**src/rtl/conv3x3_blur.sv**
```systemverilog
// 3x3 Gaussian blur (1-2-1 / 2-4-2 / 1-2-1, /16) per RGB channel on a line-buffer window, 3-clock latency.
// Optional macro CONV_BLUR_BYPASS_EN adds a per-beat bypass input forcing centre-pixel passthrough.
module conv3x3_blur #(
    parameter int unsigned WIDTH    = 640,
    parameter int unsigned HEIGHT   = 480,
    parameter int unsigned BUS_SIZE = 25
) (
    input  logic                          clock,
    input  logic                          reset_n,
    input  logic                          in_valid,
`ifdef CONV_BLUR_BYPASS_EN
    input  logic                          bypass,
`endif
    input  logic [0:2][0:2][BUS_SIZE-1:0] win,
    output logic                          out_valid,
    output logic                          out_sop,
    output logic [23:0]                   out_pixel,
    output logic [$clog2(WIDTH)-1:0]      out_col,
    output logic [$clog2(HEIGHT)-1:0]     out_row,
    output logic                          frame_err
);
    localparam int unsigned COL_W = $clog2(WIDTH);
    localparam int unsigned ROW_W = $clog2(HEIGHT);
    localparam logic [COL_W-1:0] COL_LAST = COL_W'(WIDTH - 1);
    localparam logic [ROW_W-1:0] ROW_LAST = ROW_W'(HEIGHT - 1);

    typedef enum logic {WAIT_SOP, RUN} state_t;

    state_t               state_q;
    logic [COL_W-1:0]     ccol_q, ccol_d, col1_q, col2_q;
    logic [ROW_W-1:0]     crow_q, crow_d, row1_q, row2_q;
    logic                 centre_sop_c, accept_c, err_c, pass_c;
    logic [2:0][2:0][9:0] h_d, h1_q;
    logic [2:0][11:0]     v_d, v2_q;
    logic [23:0]          res_c, pix1_q, pix2_q;
    logic                 vld1_q, vld2_q, sop1_q, sop2_q, pass1_q, pass2_q;
    logic                 unused_tap_sop;

    // Only the centre tap carries a meaningful SOP flag.
    assign unused_tap_sop = ^{win[0][0][BUS_SIZE-1], win[0][1][BUS_SIZE-1], win[0][2][BUS_SIZE-1],
                              win[1][0][BUS_SIZE-1], win[1][2][BUS_SIZE-1],
                              win[2][0][BUS_SIZE-1], win[2][1][BUS_SIZE-1], win[2][2][BUS_SIZE-1]};

    // Beat acceptance, centre position of the current beat and border detection.
    always_comb begin
        centre_sop_c = win[1][1][BUS_SIZE-1];
        accept_c     = in_valid && ((state_q == RUN) || centre_sop_c);
        err_c        = in_valid && (state_q == RUN) && centre_sop_c
                       && !((ccol_q == COL_LAST) && (crow_q == ROW_LAST));
        ccol_d       = ccol_q;
        crow_d       = crow_q;
        if (centre_sop_c) begin
            ccol_d = '0;
            crow_d = '0;
        end else if (ccol_q == COL_LAST) begin
            ccol_d = '0;
            crow_d = (crow_q == ROW_LAST) ? '0 : crow_q + ROW_W'(1);
        end else begin
            ccol_d = ccol_q + COL_W'(1);
        end
        pass_c = (ccol_d == '0) || (ccol_d == COL_LAST) || (crow_d == '0) || (crow_d == ROW_LAST);
`ifdef CONV_BLUR_BYPASS_EN
        pass_c = pass_c || bypass;
`endif
    end

    // Separable kernel: horizontal 1-2-1 per tap line, then vertical 1-2-1, then rounded /16.
    always_comb begin
        h_d   = '0;
        v_d   = '0;
        res_c = '0;
        for (int k = 0; k < 3; k++) begin
            for (int r = 0; r < 3; r++) begin
                h_d[k][r] = 10'(win[0][r][8*k +: 8]) + 10'({win[1][r][8*k +: 8], 1'b0})
                          + 10'(win[2][r][8*k +: 8]);
            end
            v_d[k] = 12'(h1_q[k][0]) + 12'({h1_q[k][1], 1'b0}) + 12'(h1_q[k][2]);
            res_c[8*k +: 8] = 8'((v2_q[k] + 12'd8) >> 4);
        end
    end

    // Frame sync FSM, centre position counters and sticky frame error.
    always_ff @(posedge clock) begin
        if (!reset_n) begin
            state_q   <= WAIT_SOP;
            ccol_q    <= '0;
            crow_q    <= '0;
            frame_err <= 1'b0;
        end else begin
            if (accept_c) begin
                state_q <= RUN;
                ccol_q  <= ccol_d;
                crow_q  <= crow_d;
            end
            if (err_c) begin
                frame_err <= 1'b1;
            end
        end
    end

    // Three-stage datapath; valid travels alongside the data every clock.
    always_ff @(posedge clock) begin
        if (!reset_n) begin
            vld1_q    <= 1'b0;
            h1_q      <= '0;
            pix1_q    <= '0;
            col1_q    <= '0;
            row1_q    <= '0;
            sop1_q    <= 1'b0;
            pass1_q   <= 1'b0;
            vld2_q    <= 1'b0;
            v2_q      <= '0;
            pix2_q    <= '0;
            col2_q    <= '0;
            row2_q    <= '0;
            sop2_q    <= 1'b0;
            pass2_q   <= 1'b0;
            out_valid <= 1'b0;
            out_sop   <= 1'b0;
            out_pixel <= '0;
            out_col   <= '0;
            out_row   <= '0;
        end else begin
            vld1_q    <= accept_c;
            h1_q      <= h_d;
            pix1_q    <= win[1][1][23:0];
            col1_q    <= ccol_d;
            row1_q    <= crow_d;
            sop1_q    <= (ccol_d == '0) && (crow_d == '0);
            pass1_q   <= pass_c;
            vld2_q    <= vld1_q;
            v2_q      <= v_d;
            pix2_q    <= pix1_q;
            col2_q    <= col1_q;
            row2_q    <= row1_q;
            sop2_q    <= sop1_q;
            pass2_q   <= pass1_q;
            out_valid <= vld2_q;
            out_sop   <= vld2_q && sop2_q;
            out_pixel <= pass2_q ? pix2_q : res_c;
            out_col   <= col2_q;
            out_row   <= row2_q;
        end
    end
endmodule

```
**config.mk**
```make
export PLATFORM = sky130hd
export DESIGN_NAME = conv3x3_blur
export DESIGN_NICKNAME = d
export VERILOG_FILES = /design/src/rtl/conv3x3_blur.sv
export SDC_FILE = /design/constraint.sdc
export NUM_CORES = 1
export LEC_CHECK = 0
export BUFFER_PORTS_ARGS = -buffer_cell sky130_fd_sc_hd__buf_2
export CORE_MARGIN = 3
export CORE_UTILIZATION = 40
export DETAILED_ROUTE_END_ITERATION = 8
export HOLD_SLACK_MARGIN = 0.06
export PLACE_DENSITY = 0.62
export SYNTH_ARGS = -nofsm -noshare
export SYNTH_HDL_FRONTEND = slang
export SYNTH_SLANG_ARGS = --single-unit
```
**constraint.sdc**
```tcl
create_clock -name clock -period 4.7 [get_ports clock]
set_input_delay 0.705 -clock clock [delete_from_list [all_inputs] [get_ports clock]]
set_output_delay 0.705 -clock clock [all_outputs]
set_load 0.01 [all_outputs]
```
# After elaboration in Yosys (flattened, before gate mapping)
# Cells that the tools add are included.
[word_totals]
elab_cells = 86
ff_bits = 284
out_inout_bits = 46
[classes]
eq_ne = 4
mux = 6
reduce_logical = 14
add_sub_neg = 29
[op_table]
columns = ["cell", "count"]
rows = [
  ["$add 10x8->10", 9],
  ["$add 8x9->10", 9],
  ["$add 10x11->12", 3],
  ["$add 12x10->12", 3],
  ["$add 12x4->12 const B", 3],
  ["$mux 9", 3],
  ["$mux 24", 1],
  ["$eq 10x10->1 const B", 2],
  ["$mux 10", 2],
  ["$eq 9x9->1 const B", 2],
  ["$add 10x1->10 const B", 1],
  ["$logic_not 10->1", 1],
  ["$add 9x1->9 const B", 1],
  ["$logic_not 9->1", 1],
  ["$logic_and 1x1->1", 7],
  ["$logic_or 1x1->1", 4],
  ["$logic_not 1->1", 1],
]

# Logic depth before layout (Yosys ltp)
# Gate-level depths: netlist of the first run.
[depth]
ltp_word = 7
depth_mapped = 11
ltp_nobuf = 11

# Worst setup path after synthesis of the first run
# Ideal clock, no wire load.
[synth_timing]
path_kind = "input port to flip-flop"
start = "input win[52] (netlist name)"
end = "register h1_q[8] (netlist name)"
n_path_buf = 0
setup_ns = 0.115
arrival_ns = 2.560
path_slack_ns = 2.025
path_stages = 9
path_cell_list = "fa_1 > ha_1 > a21o_1 > a21oi_1 > nor2b_1 > o21a_1 > o41ai_1 > xnor2_1 > and2_1"
[synth_via]
elab_chain_len = 1
[synth_lines]
columns = ["element", "line", "source"]
rows = [
  ["start: declaration", "14", "input logic [0:2][0:2][BUS_SIZE-1:0] win,"],
  ["$add 10x8->10", "75", "+ 10'(win[2][r][8*k +: 8]);"],
  ["end signal: assignment", "105", "h1_q <= '0;"],
  ["end signal: assignment", "125", "h1_q <= h_d;"],
  ["end: declaration", "33", "logic [2:0][2:0][9:0] h_d, h1_q;"],
]
# Every way passes these cells.
# A chain may end at the register's enable or synchronous reset.

# Worst setup path after layout of the first run
[layout_timing]
start = "register ccol_q[0]"
end = "register pass1_q"
[layout_via]
elab_chain_len = 7
[layout_lines]
columns = ["element", "line", "source"]
rows = [
  ["start: declaration", "30", "logic [COL_W-1:0] ccol_q, ccol_d, col1_q, col2_q;"],
  ["start signal: assignment", "92", "ccol_q <= ccol_d;"],
  ["$add 10x1->10 or $eq 10x10->1 (tied branches)", "59, 55", ""],
  ["$mux 10", "55", "end else if (ccol_q == COL_LAST) begin"],
  ["$mux 10", "52", "if (centre_sop_c) begin"],
  ["$eq 10x10->1 or $logic_not 10->1 (tied branches)", "61", "pass_c = (ccol_d == '0) || (ccol_d == COL_LAST) || (crow_d == '0) || (crow_d == ROW_LAST);"],
  ["$logic_or 1x1->1 (2 in a row)", "61", ""],
  ["$logic_or 1x1->1 (*)", "61", ""],
  ["end signal: assignment", "130", "pass1_q <= pass_c;"],
  ["end: declaration", "36", "logic vld1_q, vld2_q, sop1_q, sop2_q, pass1_q, pass2_q;"],
]
# Every way passes the cells marked *; elsewhere a longest branch is shown, timed or not.

==> results of run 1 <==
## registers in the layout, indices dropped and copies added, names as in the netlist, 9 cells and up
name       cells
out_pixel     24
pix2_q        24
col1_q        10
out_row        9
row1_q         9
ccol_q        10
pix1_q        24
v2_q          27
row2_q         9
crow_q         9
h1_q          90
col2_q        10
out_col       10
## metrics by stage
stage          setup slack [ns]  utilization (%)
2_1_floorplan              2.03                -
3_3_place_gp               1.68             45.9
3_5_place_dp               1.68             45.9
4_1_cts                    1.72             48.7
5_1_grt                    1.55             48.7
6_report                   1.69             48.7
## routing by layer
layer | GRT usage (%) | wire length, um
met4 | 3.19 | 390
met3 | 2.19 | 1300
met2 | 27.4 | 13700
met5 | 0 | 0
met1 | 20.6 | 13200
## logic make-up (layout without fill, tap and decap cells)
group	Yosys count	count (layout)
xor+xnor	84	84
compound gates	182	182
simple gates	515	515
buf+inv	82	353
flops	275	275
mux	3	3
fa+ha+maj	212	212
## worst max-delay path: cells and delay by family, from the launching register on
kind                       cells  cell delay (ns)
AOI/OAI and AO/OA              3             0.55
adders and majority gates      1             0.42
DFF                            1             0.47
and+or+nand+nor                4             1.45
## report_power, final
part	leakage [nW]	switching (W)	internal (W)
clock	0.464	0.000881	0.00137
sequential	2.26	0.000178	0.00264
combinational	4.71	0.00105	0.00101
total	7.44	0.00211	0.00502
## final cells by class
cell class	instances	area, um^2	share of cell area, %
Multi-Input combinational cell	996	7990	48.4
Sequential cell	275	5510	33.4
Timing Repair Buffer	268	1350	8.19
Clock buffer	40	817	4.95
Tap cell	448	561	3.40
Clock inverter	10	141	0.857
Inverter	35	134	0.811
## layout by cell type, fill, tap and decap left out, drive strengths merged, types with 3 or more instances in the layout
master	n
inv	36
fa	99
xnor2	48
nor3	44
buf	268
or3	3
ha	113
clkinv	4
bufinv	3
o41ai	7
clkbuf	40
nand2	48
a21o	34
a211oi	14
nand4	7
and3	12
nand3	25
o21a	14
dfxtp	275
or4	9
a31oi	5
xor2	36
a211o	3
a21oi	58
o21ai	30
nor2b	52
mux2i	3
and4	3
and2	118
nand2b	9
nor2	180
## how the worst max path moves through the flow
stage | startpoint | to
finish | ccol_q[0] | pass1_q
global route | ccol_q[0] | pass1_q
CTS | ccol_q[0] | pass1_q
detailed placement | win[52] | h1_q[8]
global placement | win[124] | pass1_q
floorplan | win[52] | h1_q[8]
==> results.tsv, run 1 <==
metric	value	unit
synth_warnings	0	
cts_buffers	28	
synth-compound-area-share	8.57	%
synth_top_area_share	39.7	%
drt-total-wl	28600	um
clock_sinks	275	
ir_drop	0.229	mV
r2r-start	ccol_q[0]	
synth_simple_gate_area_share	19.0	%
drive_gt1_share	20.8	%
synth_xor_area_share	5.31	%
dr.pass1.iters	4	
io_pins	274	
path_cells	ha_1 -> and3_4 -> nand3_4 -> a21oi_1 -> o21ai_0 -> or4_1 -> or4_1 -> o211ai_1	
num_vias	9755	
cts_buffer_depth	3	
fin_crit_sh	64.0	%
clock_latency	0.53	ns
slew_headroom	36.8	%
syn_inst	1353	
setup_tns	0	ns
max_slew.worst_pin.slew	0.948	ns
async_flop_share	0	%
dp_hpwl	22300	um
gp_congestion	0.832	
hold_path_startpoint	win[113]	
timing.rr.end	pass1_q	
die_h	192	um
min_path_cells	2	
synth_top_family_by_area	adder cells	
htree_levels	1	
ys_ff_latch	275	
slew_viol_final	0	
avgSynthCellArea	10.2	um^2
coreArea	33900	um^2
cts.reportedPaths.clkPinSlew	0.06	ns
max_freq	332	MHz
post_dp_cell_area	15500	um^2
synthMuxAreaShare	0.217	%
reg2reg_slack	1.69	ns
port_buffers	265	
crit_required	5.12	ns
hold_violations	0	
dp_cells	2022	
synth_area	13900	um^2
whs	0.412	ns
ant_nets	0	
min_to	pix1_q[13]	
fin_nets	2044	
areaGrowthSynthToFinish	19.1	%
cts_hold_buffers	0	
synthTopCellsByArea	dfxtp_1 40%, fa_1 14%, ha_1 10%, and2_1 5.2%, nor2_1 4.8%	
synth_fp_nets	1793	
yosysMostFrequentCell	dfxtp_1	
cpPeakStageDelay	0.54	ns
status	finished, final reports clean	
die_w	192	um
worstSetupPathType	flop to flop	
cpMaxStageDelayCell	or4_1	
drtIter0Drc	271	
grt_use_total	15.6	%
synth_fa_ha_area_share	24.5	%
synthTopCellsByCount	275 x dfxtp_1, 179 x nor2_1, 116 x and2_1	
grt_overflow	0	
rsz0062_at_grt	false	
start_util	40.9	%
fill_cells	3194	
finalInstanceArea	16500	um^2
grt_pass1_wl	47500	um
fin_skew	0.0126	ns
drc_errors	0	
wire_per_inst	13.8	um
grt_max_degree	79	
n_antenna_cell	0	
pwr_density_cell	432	nW/um^2
cp_data_arrival_time	3.43	ns
finalPower	0.00713	W
timing.final.crit_period	3.01	ns
cp-start-kind	flop	
setup_viol	0	
cp_max_fo	15	
synth_edf_count	0	
cp-end-kind	flop	
crit_top_cell	or4_1	
fin_cells	2072	
maxCapViolations	0	
dieArea	36900	um^2
fp-row-count	67	
post_cts_buffers	0	
grt_pass1_vias	9970	
ctsResizeCount	0	
synth_cell_type_count	60	
power_leakage	7.44	nW
reg2regPathDepth	8	
vias_per_cell	4.71	
cts_tree	yes	
seq_area_frac_synth	39.7	%
synthFlopType	dfxtp_1	
post-synth-top-area-cell	dfxtp_1	
root_buffer	clkbuf_16	
hp-class	primary input to flop	
antenna_found_initial	1	
No activity file was read; power rests on OpenSTA's default activity.
==> inputs of run 2 (changes only) <==
--- a/config.mk
+++ b/config.mk
@@ -10,7 +10,7 @@
 export CORE_UTILIZATION = 40
 export DETAILED_ROUTE_END_ITERATION = 8
 export HOLD_SLACK_MARGIN = 0.06
-export PLACE_DENSITY = 0.62
+export PLACE_DENSITY = 0.64
 export SYNTH_ARGS = -nofsm -noshare
 export SYNTH_HDL_FRONTEND = slang
 export SYNTH_SLANG_ARGS = --single-unit
==> constraint.sdc (replaced) <==
create_clock -name clock -period 2.7 [get_ports clock]
set_input_delay 0.405 -clock clock [delete_from_list [all_inputs] [get_ports clock]]
set_output_delay 0.405 -clock clock [all_outputs]
set_load 0.01 [all_outputs]
==> results.tsv, run 2 (synthesis results as in run 1) <==
metric	value	unit
slew_viol_final	0	
timing.final.crit_period	2.56	ns
grt_use_total	15.4	%
dp_cells	2038	
maxCapViolations	0	
clock_latency	0.54	ns
fin_skew	0.0214	ns
slew_headroom	40.6	%
setup_viol	0	
rsz0062_at_grt	true	
fp-row-count	67	
status	finished, final reports clean	
cts_buffers	28	
max_freq	391	MHz
num_vias	9894	
grt_max_degree	87	
grt_overflow	0	
vias_per_cell	4.73	
antenna_found_initial	0	
cp-end-kind	flop	
n_antenna_cell	0	
cp-start-kind	flop	
root_buffer	clkbuf_16	
cp-startpoint	h1_q[33]	
reg2reg_slack	0.14	ns
areaGrowthSynthToFinish	20.0	%
gp_congestion	0.849	
max_slew.worst_pin.slew	0.891	ns
htree_levels	1	
finalPower	0.0122	W
cts_tree	yes	
worstSetupPathType	flop to flop	
fin_cells	2090	
io_pins	274	
coreArea	33900	um^2
cts_buffer_depth	3	
grt_pass1_wl	47200	um
dp_hpwl	22700	um
cts_hold_buffers	0	
hp-class	primary input to flop	
clock_sinks	275	
fin_nets	2061	
die_h	192	um
wire_per_inst	13.6	um
drtIter0Drc	309	
drive_gt1_share	22.1	%
cts.reportedPaths.clkPinSlew	0.06	ns
reg2regPathDepth	10	
drc_errors	0	
dieArea	36900	um^2
grt_pass1_vias	10200	
power_leakage	7.51	nW
cp_data_arrival_time	2.99	ns
crit_required	3.13	ns
crit_end	v2_q[23]	
port_buffers	265	
drt-total-wl	28400	um
die_w	192	um
dr.pass1.iters	4	
mostFrequentLayoutCell	dfxtp_1	
fin_crit_sh	94.7	%
timing.rr.end	v2_q[23]	
dp_slack	0.0152	ns
layout_setup_ws	0.144	ns
r2r-start	h1_q[33]	
reg.largest.list	h1_q: 90 flops, v2_q: 27 flops	
largest_reg_flops	90	
ant_nets	0	
regMostFlops	h1_q	
start_util	40.9	%
cp_max_fo	3	
layout_common_cells	273 x dfxtp_1, 264 x buf_2, 179 x nor2_1	
hold_violations	0	
pwr_density_cell	737	nW/um^2
ir_drop	0.413	mV
## run 2: cell types whose count changed in the layout (fill, tap and decap cells not counted), sizes merged
cell | previous run | this run
bufinv | 3 | 1
clkinv | 4 | 10
clkbuf | 40 | 37
buf | 268 | 285
## run 2: per-stage QoR
step	instance area (um^2)	hold slack, ns	utilization [%]	setup TNS [ns]
floorplan	13900	0.412	-	0
global placement	15700	0.414	46.3	0
detailed placement	15700	0.417	46.3	0
CTS	16600	0.0807	48.9	0
global route	16600	0.0828	49.1	-0.0403
finish	16600	0.103	49.1	0
## run 2: layer usage
layer,share of wire (%),global-route usage [%]
met2,47,26.5
met5,0,0
met4,1.5,3.33
met1,47,20.6
met3,4.7,2.30
## run 2: worst max-delay path: stages (launching register included)
cell      delay, ns
dfxtp_1        0.32
fa_1           0.49
ha_1           0.33
nor3_1         0.16
a211oi_1       0.07
buf_4          0.15
a211o_1        0.28
a21o_1         0.21
a21oi_1        0.19
nor2b_1        0.08
o21a_1         0.18
## run 2: power breakdown
part           internal (W)  switching (W)  total [W]
combinational       0.00182        0.00185    0.00367
sequential          0.00459       0.000314    0.00491
clock               0.00212        0.00154    0.00366
## run 2: worst min path at each step
stage	startpoint	endpoint	slack, ns	depth (start not counted)
floorplan	col1_q[0]	col2_q[0]	0.41	1
global placement	pix1_q[12]	pix2_q[12]	0.41	1
detailed placement	pix1_q[21]	pix2_q[21]	0.42	1
CTS	win[107]	pix1_q[7]	0.08	2
global route	win[109]	pix1_q[9]	0.08	2
finish	win[109]	pix1_q[9]	0.10	2
## run 2: layout make-up
cell class | count | area, um^2
well taps | 448 | 561
repair buffers | 285 | 1500
fillers | 3170 | 17200
clock inverters | 14 | 119
multi-input cells | 996 | 8020
clock buffers | 37 | 774
flip-flops and latches | 275 | 5510
inverters | 35 | 134
## run 2: what timing repair did
action,4_1_cts,5_1_grt
gates resized for setup,0,9
setup endpoints to repair,0,6
buffers inserted,0,1
